### src/rtl/mem_bus_arbiter_pkg.sv
`default_nettype none
// ============================================================================
// Module  : mem_bus_arbiter_pkg
// Brief   : Shared owner/state encodings and constants for the memory bus arbiter.
// Revision: 1.0
// ============================================================================
package mem_bus_arbiter_pkg;

    typedef enum logic [1:0] {
        OWN_INST = 2'd0,
        OWN_DRD  = 2'd1,
        OWN_DWR  = 2'd2
    } owner_t;

    typedef enum logic [2:0] {
        IDLE    = 3'd0,
        RD_ADDR = 3'd1,
        RD_DATA = 3'd2,
        WR_ADDR = 3'd3,
        WR_DATA = 3'd4,
        WR_RESP = 3'd5
    } state_t;

    localparam logic [7:0] LEN_SINGLE = 8'd0;
    localparam logic [3:0] STRB_FULL  = 4'hF;

    // Bit positions of the one-hot grant vector
    localparam int GNT_INST = 0;
    localparam int GNT_DRD  = 1;
    localparam int GNT_DWR  = 2;

endpackage
`default_nettype wire

### src/rtl/mem_bus_arbiter_prio.sv
`default_nettype none
// ============================================================================
// Module  : mem_arb_prio
// Brief   : Fixed-priority pick among icache, dcache-read and dcache-write requests.
// Revision: 1.0
// ============================================================================
module mem_arb_prio
    import mem_bus_arbiter_pkg::*;
#(
    parameter int WRITE_FIRST = 1
) (
    input  logic       i_req_inst,
    input  logic       i_req_drd,
    input  logic       i_req_dwr,
    output logic [2:0] o_gnt
);

    always_comb begin
        o_gnt = 3'b000;
        if (WRITE_FIRST != 0) begin
            if (i_req_dwr)       o_gnt[GNT_DWR]  = 1'b1;
            else if (i_req_drd)  o_gnt[GNT_DRD]  = 1'b1;
            else if (i_req_inst) o_gnt[GNT_INST] = 1'b1;
        end else begin
            if (i_req_drd)       o_gnt[GNT_DRD]  = 1'b1;
            else if (i_req_dwr)  o_gnt[GNT_DWR]  = 1'b1;
            else if (i_req_inst) o_gnt[GNT_INST] = 1'b1;
        end
    end

endmodule
`default_nettype wire

### src/rtl/mem_bus_arbiter.sv
`default_nettype none
// ============================================================================
// Module  : mem_bus_arbiter
// Brief   : Single-outstanding arbiter sharing one memory bus between icache
//           refill, dcache read and dcache write; drains flushed icache refills.
// Revision: 1.0
// ============================================================================
module mem_bus_arbiter
    import mem_bus_arbiter_pkg::*;
#(
    parameter int LINE_WORDS  = 8,
    parameter int WRITE_FIRST = 1
) (
    input  logic                     clk,
    input  logic                     rst,
    input  logic                     inst_req_i,
    input  logic [31:0]              inst_addr_i,
    input  logic                     inst_flush_i,
    output logic                     inst_accept_o,
    output logic                     inst_rvalid_o,
    output logic                     inst_rlast_o,
    input  logic                     data_rd_req_i,
    input  logic [31:0]              data_rd_addr_i,
    input  logic                     data_rd_single_i,
    output logic                     data_rd_accept_o,
    output logic                     data_rvalid_o,
    output logic                     data_rlast_o,
    output logic [31:0]              rdata_o,
    input  logic                     data_wr_req_i,
    input  logic [31:0]              data_wr_addr_i,
    input  logic                     data_wr_single_i,
    input  logic [3:0]               data_wr_wstrb_i,
    input  logic [LINE_WORDS*32-1:0] data_wr_line_i,
    output logic                     data_wr_accept_o,
    output logic                     data_wr_done_o,
    output logic                     bus_req_o,
    output logic                     bus_we_o,
    output logic [31:0]              bus_addr_o,
    output logic [7:0]               bus_len_o,
    input  logic                     bus_gnt_i,
    output logic                     bus_wvalid_o,
    output logic [31:0]              bus_wdata_o,
    output logic [3:0]               bus_wstrb_o,
    output logic                     bus_wlast_o,
    input  logic                     bus_wready_i,
    input  logic                     bus_rvalid_i,
    input  logic [31:0]              bus_rdata_i,
    input  logic                     bus_rlast_i,
    input  logic                     bus_bvalid_i
);

    localparam int         IDX_W    = $clog2(LINE_WORDS);
    localparam logic [7:0] LEN_LINE = 8'(LINE_WORDS - 1);

    state_t           r_state;
    owner_t           r_owner;
    logic             r_drain;
    logic             r_we;
    logic [31:0]      r_addr;
    logic [7:0]       r_len;
    logic [3:0]       r_strb;
    logic [31:0]      r_line [LINE_WORDS];
    logic [IDX_W-1:0] r_cnt;
    logic             r_wr_done;

    logic [2:0] w_gnt;
    logic       w_arb;
    logic       w_acc_inst;
    logic       w_acc_drd;
    logic       w_acc_dwr;
    logic       w_inst_beat;
    logic       w_inst_live;
    logic       w_wvalid;
    logic       w_wlast;

    mem_arb_prio #(
        .WRITE_FIRST (WRITE_FIRST)
    ) u_prio (
        .i_req_inst (inst_req_i),
        .i_req_drd  (data_rd_req_i),
        .i_req_dwr  (data_wr_req_i),
        .o_gnt      (w_gnt)
    );

    // Arbitration only happens out of IDLE and never while reset is held
    assign w_arb      = (r_state == IDLE) && !rst;
    assign w_acc_inst = w_arb && w_gnt[GNT_INST];
    assign w_acc_drd  = w_arb && w_gnt[GNT_DRD];
    assign w_acc_dwr  = w_arb && w_gnt[GNT_DWR];

    assign inst_accept_o    = w_acc_inst;
    assign data_rd_accept_o = w_acc_drd;
    assign data_wr_accept_o = w_acc_dwr;

    // A flush arriving on a beat hides that beat as well as all later ones
    assign w_inst_beat   = (r_state == RD_DATA) && (r_owner == OWN_INST) && bus_rvalid_i;
    assign w_inst_live   = w_inst_beat && !r_drain && !inst_flush_i;
    assign inst_rvalid_o = w_inst_live;
    assign inst_rlast_o  = w_inst_live && bus_rlast_i;

    assign data_rvalid_o = (r_state == RD_DATA) && (r_owner == OWN_DRD) && bus_rvalid_i;
    assign data_rlast_o  = data_rvalid_o && bus_rlast_i;
    assign rdata_o       = bus_rdata_i;

    assign w_wvalid = (r_state == WR_DATA);
    assign w_wlast  = w_wvalid && ({{(8-IDX_W){1'b0}}, r_cnt} == r_len);

    assign bus_req_o      = (r_state == RD_ADDR) || (r_state == WR_ADDR);
    assign bus_we_o       = r_we;
    assign bus_addr_o     = r_addr;
    assign bus_len_o      = r_len;
    assign bus_wvalid_o   = w_wvalid;
    assign bus_wdata_o    = w_wvalid ? r_line[r_cnt] : 32'd0;
    assign bus_wstrb_o    = w_wvalid ? r_strb : 4'd0;
    assign bus_wlast_o    = w_wlast;
    assign data_wr_done_o = r_wr_done;

    always_ff @(posedge clk) begin
        if (rst) begin
            r_state   <= IDLE;
            r_owner   <= OWN_INST;
            r_drain   <= 1'b0;
            r_we      <= 1'b0;
            r_addr    <= 32'd0;
            r_len     <= 8'd0;
            r_strb    <= 4'd0;
            r_cnt     <= '0;
            r_wr_done <= 1'b0;
            for (int i = 0; i < LINE_WORDS; i++) r_line[i] <= 32'd0;
        end else begin
            r_wr_done <= 1'b0;
            case (r_state)
                IDLE: begin
                    r_drain <= 1'b0;
                    r_cnt   <= '0;
                    if (w_acc_dwr) begin
                        r_owner <= OWN_DWR;
                        r_we    <= 1'b1;
                        r_addr  <= data_wr_addr_i;
                        r_len   <= data_wr_single_i ? LEN_SINGLE : LEN_LINE;
                        r_strb  <= data_wr_single_i ? data_wr_wstrb_i : STRB_FULL;
                        for (int i = 0; i < LINE_WORDS; i++)
                            r_line[i] <= data_wr_line_i[i*32 +: 32];
                        r_state <= WR_ADDR;
                    end else if (w_acc_drd) begin
                        r_owner <= OWN_DRD;
                        r_we    <= 1'b0;
                        r_addr  <= data_rd_addr_i;
                        r_len   <= data_rd_single_i ? LEN_SINGLE : LEN_LINE;
                        r_strb  <= STRB_FULL;
                        r_state <= RD_ADDR;
                    end else if (w_acc_inst) begin
                        r_owner <= OWN_INST;
                        r_we    <= 1'b0;
                        r_addr  <= inst_addr_i;
                        r_len   <= LEN_LINE;
                        r_strb  <= STRB_FULL;
                        r_drain <= inst_flush_i;
                        r_state <= RD_ADDR;
                    end
                end
                RD_ADDR: begin
                    if (r_owner == OWN_INST && inst_flush_i) r_drain <= 1'b1;
                    if (bus_gnt_i) r_state <= RD_DATA;
                end
                RD_DATA: begin
                    if (r_owner == OWN_INST && inst_flush_i) r_drain <= 1'b1;
                    if (bus_rvalid_i && bus_rlast_i) begin
                        r_drain <= 1'b0;
                        r_state <= IDLE;
                    end
                end
                WR_ADDR: begin
                    if (bus_gnt_i) r_state <= WR_DATA;
                end
                WR_DATA: begin
                    if (bus_wready_i) begin
                        if (w_wlast) r_state <= WR_RESP;
                        else         r_cnt   <= r_cnt + IDX_W'(1);
                    end
                end
                WR_RESP: begin
                    if (bus_bvalid_i) begin
                        r_wr_done <= 1'b1;
                        r_state   <= IDLE;
                    end
                end
                default: r_state <= IDLE;
            endcase
        end
    end

endmodule
`default_nettype wire

### config.mk
export PLATFORM = sky130hd
export DESIGN_NAME = mem_bus_arbiter
export DESIGN_NICKNAME = d
export VERILOG_FILES = /design/src/rtl/mem_bus_arbiter_pkg.sv /design/src/rtl/mem_bus_arbiter_prio.sv /design/src/rtl/mem_bus_arbiter.sv
export SDC_FILE = /design/constraint.sdc
export NUM_CORES = 1
export LEC_CHECK = 0
export ABC_AREA = 1
export CORE_AREA = 2 2 200 202
export CTS_BUF_LIST = sky130_fd_sc_hd__clkbuf_8
export DETAILED_ROUTE_END_ITERATION = 12
export DIE_AREA = 0 0 202 204
export GPL_TIMING_DRIVEN = 0
export PLACE_DENSITY = 0.7
export SLEW_MARGIN = 20
export SYNTH_ARGS = -nofsm -noshare
export SYNTH_HDL_FRONTEND = slang
export SYNTH_SLANG_ARGS = --single-unit
### constraint.sdc
create_clock -name clk -period 9.1 [get_ports clk]
set_clock_uncertainty 0.2 [all_clocks]
set_input_delay 0.91 -clock clk [delete_from_list [all_inputs] [get_ports clk]]
set_output_delay 0.91 -clock clk [all_outputs]
set_load 0.02 [all_outputs]
==> results.py, run 1 <==
metrics = {
    "outcome": {
        "status": "finished, final reports clean",
    },
    "critical_path": {
        "cp_num_buf_inv": 3,
        "crit_path_max_incr_delay_ps": 680,
        "slowest_stage": "buf_1",
        "critical_path_arrival_ps": 3840,
        "cp_cell_sequence": "buf_2, buf_1, o21ai_0, o21ai_0, o21ai_0, nor2_1, clkdlybuf4s50_1",
        "criticalPathCategory": "reg -> out",
        "start_kind": "flop",
        "required_ps": 7990,
        "crit_path_end_kind": "output port",
        "crit_family": "buffers and inverters",
        "cpMostUsedCell": "o21ai_0",
        "crit_fanout": 10,
    },
    "sta": {
        "worst_pin_slew_ps": 844,
        "fin_crit_ps": 4950,
        "finalSetupViolations": 0,
        "slew_headroom": 0.438,
        "maxSlewViolCount": 0,
        "hold_viol_final": 0,
        "fin_crit_sh": 0.544,
        "timing.fmax_mhz": 202,
        "rsz0062_at_grt": "false",
    },
    "grt": {
        "grt_pass1_vias": 13865,
        "antenna_found_initial": 6,
        "grt_usage": 0.259,
        "overflow": 0,
        "grt_max_degree": 52,
        "grt_pass1_wl_um": 79100,
    },
    "floorplan": {
        "chipHeight_um": 204,
        "die-area_um2": 41200,
        "start_util": 0.387,
        "ios": 521,
        "rows": 73,
        "core_area_um2": 39200,
        "die_w_um": 202,
    },
    "routing": {
        "drt-wirelength-per-cell_um": 19.1,
        "vias": 13753,
        "postRouteAntennaNets": 0,
        "drt-initial-drc-count": 819,
        "totalWireLength_um": 54800,
        "via_per_inst": 4.79,
        "drcViolationCount": 0,
        "drtPass1Iterations": 5,
    },
    "yosys": {
        "synth_xor_xnor_area_share": 0.000577,
        "yosysTopAreaCellShare": 0.507,
        "yosys.area_share.adder": 0.000825,
        "synthMuxAreaShare": 0.0211,
        "synth-simple-area-share": 0.165,
        "synth_top_family_by_area": "simple AND/OR/NAND/NOR gates",
        "seq_area_frac_synth": 0.573,
        "synth_area_um2": 15200,
        "syn_area_per_cell_um2": 8.59,
        "synth_warnings": 0,
        "syn_inst": 1766,
        "synth_compound_gate_area_share": 0.102,
        "synth-seq-cells": 306,
        "synth_area_leader_cell": "edfxtp_1",
        "ys_types": 27,
        "synth.area.top_cells": "edfxtp_1 51%, nor2_1 12%, inv_1 8.6%, dfxtp_1 6.6%, o21ai_0 5.3%",
    },
    "place": {
        "dpl_cell_area_um2": 20800,
        "place_congestion": 0.904,
        "hpwl_um": 42500,
        "port_buffers": 482,
    },
    "power": {
        "total_power_uw": 4500,
        "clkPwrFrac": 0.268,
        "p_int_uw": 3030,
        "p_sw_frac": 0.326,
        "power_density_nw_per_um2": 207,
        "leakage_uw": 0.00963,
        "switching_power_uw": 1460,
        "peakVddDrop_mv": 0.167,
        "seqPwrFrac": 0.438,
        "combPwrFrac": 0.294,
    },
    "job": {
        "maxCapViolCount": 0,
    },
    "layout": {
        "areaGrowthSynthToFinish_pct": 43.6,
        "final_nets": 2713,
        "final_util": 0.556,
        "fin_area_um2": 21800,
        "fill_cells": 3611,
        "drive_gt1_frac": 0.0644,
    },
    "clocking": {
        "h-tree-depth": 2,
        "cts.sinks": 306,
        "cts.clk_slew.worst_paths_ps": 60,
        "clk_latency_ps": 610,
        "cts-hold-fix-buffers": 0,
        "cts_tree": "done",
        "cts_buffer_depth": 3,
        "cts_resized": 0,
        "cts-root-buf": "clkbuf_8",
        "cts_buffers": 52,
        "post-cts-setup-buffers": 0,
    },
    "hold_path": {
        "hp-class": "reg -> reg",
    },
}
## cell type report
class,instances,area (µm²),area share
clock inverters,31,201,0.00925
well taps,525,657,0.0302
inverters,350,1310,0.0603
repair buffers,487,4950,0.227
plain buffers,140,783,0.0360
flip-flops and latches,306,8690,0.399
diodes,3,7.51,0.000345
clock buffers,56,771,0.0354
multi-input cells,974,4410,0.202
## sequential cells by signal (all words and copies together) (netlist names), named ones only
register and flops:
r_cnt 3, r_line 256, r_owner 2, data_wr_done_o 1, r_drain 1, r_strb 4
r_state 3, bus_len_o 1, bus_addr_o 32
## metrics by stage
| stage | setup slack (ps) | TNS, ps | hold slack [ps] | cells |
|---|---|---|---|---|
| after floorplan | 948 | 0 | 274 | 1770 |
| after global placement | -2350 | -598930 | 295 | 2777 |
| after detailed placement | 4720 | 0 | 296 | 2782 |
| after CTS | 4080 | 0 | 314 | 2869 |
| after global routing | 4010 | 0 | 335 | 2870 |
| final | 4150 | 0 | 315 | 2872 |
## cells in the final DEF (no fill, tap or decap), types with 41 or more instances in the layout
| cell type | synthesis | final |
|---|---|---|
| a21oi_1 | 100 | 100 |
| buf_4 | 41 | 41 |
| clkbuf_1 | 58 | 58 |
| clkbuf_8 | 0 | 56 |
| clkdlybuf4s50_1 | 0 | 482 |
| dfxtp_1 | 50 | 50 |
| edfxtp_1 | 256 | 256 |
| inv_1 | 347 | 356 |
| nand2_1 | 101 | 100 |
| nand3_1 | 41 | 41 |
| nor2_1 | 479 | 479 |
| o21ai_0 | 162 | 162 |
## path summary, 6_finish.rpt
kind	from	endpoint	slack, ps	cells past startpoint
worst max-delay path	flop	bus_wdata_o[26]	4150	7
worst min-delay path	bus_addr_o[29]	bus_addr_o[29]	310	2
worst max register to register	r_state[1]	r_line[2][16]	5700	10
worst min register to register	bus_addr_o[29]	bus_addr_o[29]	310	2
## kinds of logic (layout without fill, tap and decap cells)
family,after synthesis,after routing
flip-flops,306,306
AND/OR/NAND/NOR,636,636
buffers and inverters,490,1064
adder cells (fa/ha/maj),1,1
AO/OA/AOI/OAI,299,299
other,1,8
XOR/XNOR,1,1
multiplexers,32,32
## power groups by stage
stage / sequential (µW) / combinational, µW / clock (µW)
after floorplan: 2090 / 600 / 0
after global placement: 2040 / 1300 / 0
after detailed placement: 1990 / 1330 / 0
after CTS: 1970 / 1330 / 1230
after global routing: 2000 / 1440 / 1290
final: 1970 / 1320 / 1200
## worst min-delay path, delay by kind of cell, from the launching register on
| kind | cells | cell delay, ps |
|---|---|---|
| DFF | 1 | 310 |
| AOI/OAI and AO/OA | 2 | 160 |
## cell usage after synthesis
cell type and number:
ha_1 1, nand4_1 5, edfxtp_1 256, inv_2 3, buf_2 17, buf_6 11, conb_1 1, o21ai_1 3
buf_1 13, a21oi_1 100, mux2i_1 32, dfxtp_1 50, nor2_4 3, nand3_4 1, inv_1 347, nand2_1 101
clkbuf_1 58, buf_4 41, o22ai_1 32, nand2_2 1, xnor2_1 1, o31ai_1 2, nor2_1 479, nand3_1 41
nor3_1 4, o21ai_0 162, nor4_1 1
## metal layers
| metal | vias to the layer above | part of all wire | global-route usage |
|---|---|---|---|
| li1 | 6633 | - | - |
| met1 | 6356 | 0.36 | 0.277 |
| met2 | 642 | 0.50 | 0.460 |
| met3 | 116 | 0.10 | 0.0904 |
| met4 | 6 | 0.040 | 0.120 |
| met5 | - | 0.00067 | 0 |
(Power assumes the default switching activity.)
==> run 2: changes to the inputs <==
clock period = 4.7 ns   (was 9.1 ns; I/O delays follow)
==> run 2 against run 1 <==
  * Die area did not move
  * Global-route usage is 0.32 points lower
  * Core utilization decreased by 0.19 points
  * Clock power is 82% higher
  * Cell count rose by 0.28%
  * Combinational power rose by 93%
  * Total power up 90%
  * Critical path type unchanged
  * Sequential share of layout area increased by 0.14 points
  * Non-clock buffer count decreased by 2
==> results.py, run 2 (same netlist as run 1, synthesis figures left out) <==
metrics = {
    "hold_path": {
        "hp-class": "in -> reg",
    },
    "sta": {
        "fin_crit_sh": 0.903,
        "hold_viol_final": 0,
        "worst_pin_slew_ps": 754,
        "rsz0062_at_grt": "false",
        "setup_slack_ps": 457,
        "timing.fmax_mhz": 236,
        "maxSlewViolCount": 0,
        "fin_crit_ps": 4240,
        "finalSetupViolations": 0,
        "slew_headroom": 0.497,
    },
    "critical_path": {
        "cp_cell_sequence": "buf_2, buf_1, o21ai_0, o21ai_0, o21ai_0, nor2_1, clkdlybuf4s50_1",
        "rr_endpoint": "r_line[6][24]",
        "rrSetupSlack_ps": 1460,
        "cp_num_buf_inv": 3,
        "cpMostUsedCell": "o21ai_0",
        "crit_fanout": 10,
        "cp.depth": 7,
        "criticalPathCategory": "reg -> out",
        "crit_path_end_kind": "output port",
        "setup.worst_path.end": "bus_wdata_o[25]",
        "slowest_stage": "clkdlybuf4s50_1",
        "crit_path_max_incr_delay_ps": 630,
        "critical_path_arrival_ps": 3570,
        "start_kind": "flop",
        "r2r_cells": 9,
        "r2r-start": "r_state[1]",
        "required_ps": 4030,
        "crit_family": "buffers and inverters",
    },
    "floorplan": {
        "die_w_um": 202,
        "core_area_um2": 39200,
        "ios": 521,
        "start_util": 0.387,
        "rows": 73,
        "die-area_um2": 41200,
        "chipHeight_um": 204,
    },
    "clocking": {
        "cts-hold-fix-buffers": 0,
        "clk_latency_ps": 590,
        "cts_tree": "done",
        "cts-root-buf": "clkbuf_8",
        "cts_buffer_depth": 3,
        "cts_buffers": 52,
        "h-tree-depth": 2,
        "cts.clk_slew.worst_paths_ps": 60,
        "cts.sinks": 306,
        "post-cts-setup-buffers": 0,
        "cts_resized": 0,
    },
    "grt": {
        "grt_max_degree": 84,
        "grt_pass1_vias": 13933,
        "antenna_found_initial": 11,
        "grt_pass1_wl_um": 79000,
        "overflow": 0,
        "grt_usage": 0.256,
    },
    "job": {
        "maxCapViolCount": 0,
    },
    "layout": {
        "largest_reg_flops": 256,
        "fill_cells": 3618,
        "final_util": 0.554,
        "areaGrowthSynthToFinish_pct": 43.0,
        "final_common_cell": "clkdlybuf4s50_1",
        "layout_common_cells": "482 x clkdlybuf4s50_1, 479 x nor2_1, 373 x inv_1",
        "top_register": "r_line",
        "drive_gt1_frac": 0.0604,
        "final_nets": 2711,
    },
    "place": {
        "hpwl_um": 42500,
        "place_ws_ps": 883,
        "place_congestion": 0.904,
        "port_buffers": 482,
    },
    "power": {
        "switching_power_uw": 2800,
        "clkPwrFrac": 0.255,
        "p_sw_frac": 0.328,
        "seqPwrFrac": 0.447,
        "power_density_nw_per_um2": 394,
        "peakVddDrop_mv": 0.298,
        "p_int_uw": 5740,
        "leakage_uw": 0.00965,
        "combPwrFrac": 0.299,
    },
    "routing": {
        "drtPass1Iterations": 5,
        "totalWireLength_um": 54900,
        "vias": 13772,
        "drt-initial-drc-count": 991,
        "postRouteAntennaNets": 0,
        "via_per_inst": 4.78,
        "drt-wirelength-per-cell_um": 19.1,
        "drcViolationCount": 0,
    },
    "outcome": {
        "status": "finished, final reports clean",
    },
}
run 2: cell count changes in the layout (fill, tap and decap cells not counted), sizes merged:
cell    change
clkbuf      -1
diode       +1
clkinv      -5
bufinv      -2
inv        +17
buf         -2
run 2: area by class of cell:
class	count	area (µm²)	share of cell area
inverter	350	1310	0.0605
buffer	140	783	0.0361
antenna	4	10.0	0.000461
clock buffer	55	757	0.0349
sequential	306	8690	0.400
tap	525	657	0.0303
clock inverter	41	168	0.00773
timing repair buffer	485	4910	0.226
multi-input combinational	974	4420	0.203
run 2: power groups by stage:
stage | logic (µW) | registers, µW | clock network (µW)
6_report | 2550 | 3810 | 2180
5_1_grt | 2770 | 3860 | 2320
4_1_cts | 2570 | 3810 | 2220
3_5_place_dp | 2560 | 3860 | 0
3_3_place_gp | 2510 | 3880 | 0
2_1_floorplan | 1160 | 3990 | 0
run 2: metrics by stage:
| step | instances | TNS, ps | power, µW | area (µm²) | hold WS, ps |
|---|---|---|---|---|---|
| finish | 2880 | 0 | 8540 | 21700 | 281 |
| global route | 2878 | 0 | 8960 | 21700 | 288 |
| CTS | 2876 | 0 | 8600 | 21700 | 244 |
| detailed placement | 2780 | 0 | 6410 | 20800 | 302 |
| global placement | 2777 | -110370 | 6390 | 20700 | 296 |
| floorplan | 1770 | 0 | 5150 | 15200 | 274 |
run 2: metal layers:
layer | global-route usage | share of wire
met1 | 0.274 | 0.36
met2 | 0.477 | 0.51
met3 | 0.0815 | 0.097
met4 | 0.0822 | 0.025
met5 | 0 | 0.0014
run 2: worst min path at each step:
stage / endpoint / start / slack (ps) / cells past startpoint
finish: r_strb[0] / data_wr_wstrb_i[0] / 280 / 3
global route: r_strb[0] / data_wr_wstrb_i[0] / 290 / 3
CTS: r_strb[0] / data_wr_wstrb_i[0] / 240 / 3
detailed placement: bus_addr_o[23] / bus_addr_o[23] / 300 / 2
global placement: bus_addr_o[19] / bus_addr_o[19] / 300 / 2
floorplan: r_strb[0] / r_strb[0] / 270 / 2
run 2: tightest hold or removal path, cell delays in order:
cell	delay (ps)
clkdlybuf4s50_1	400
nor2_1	100
nor2_1	50
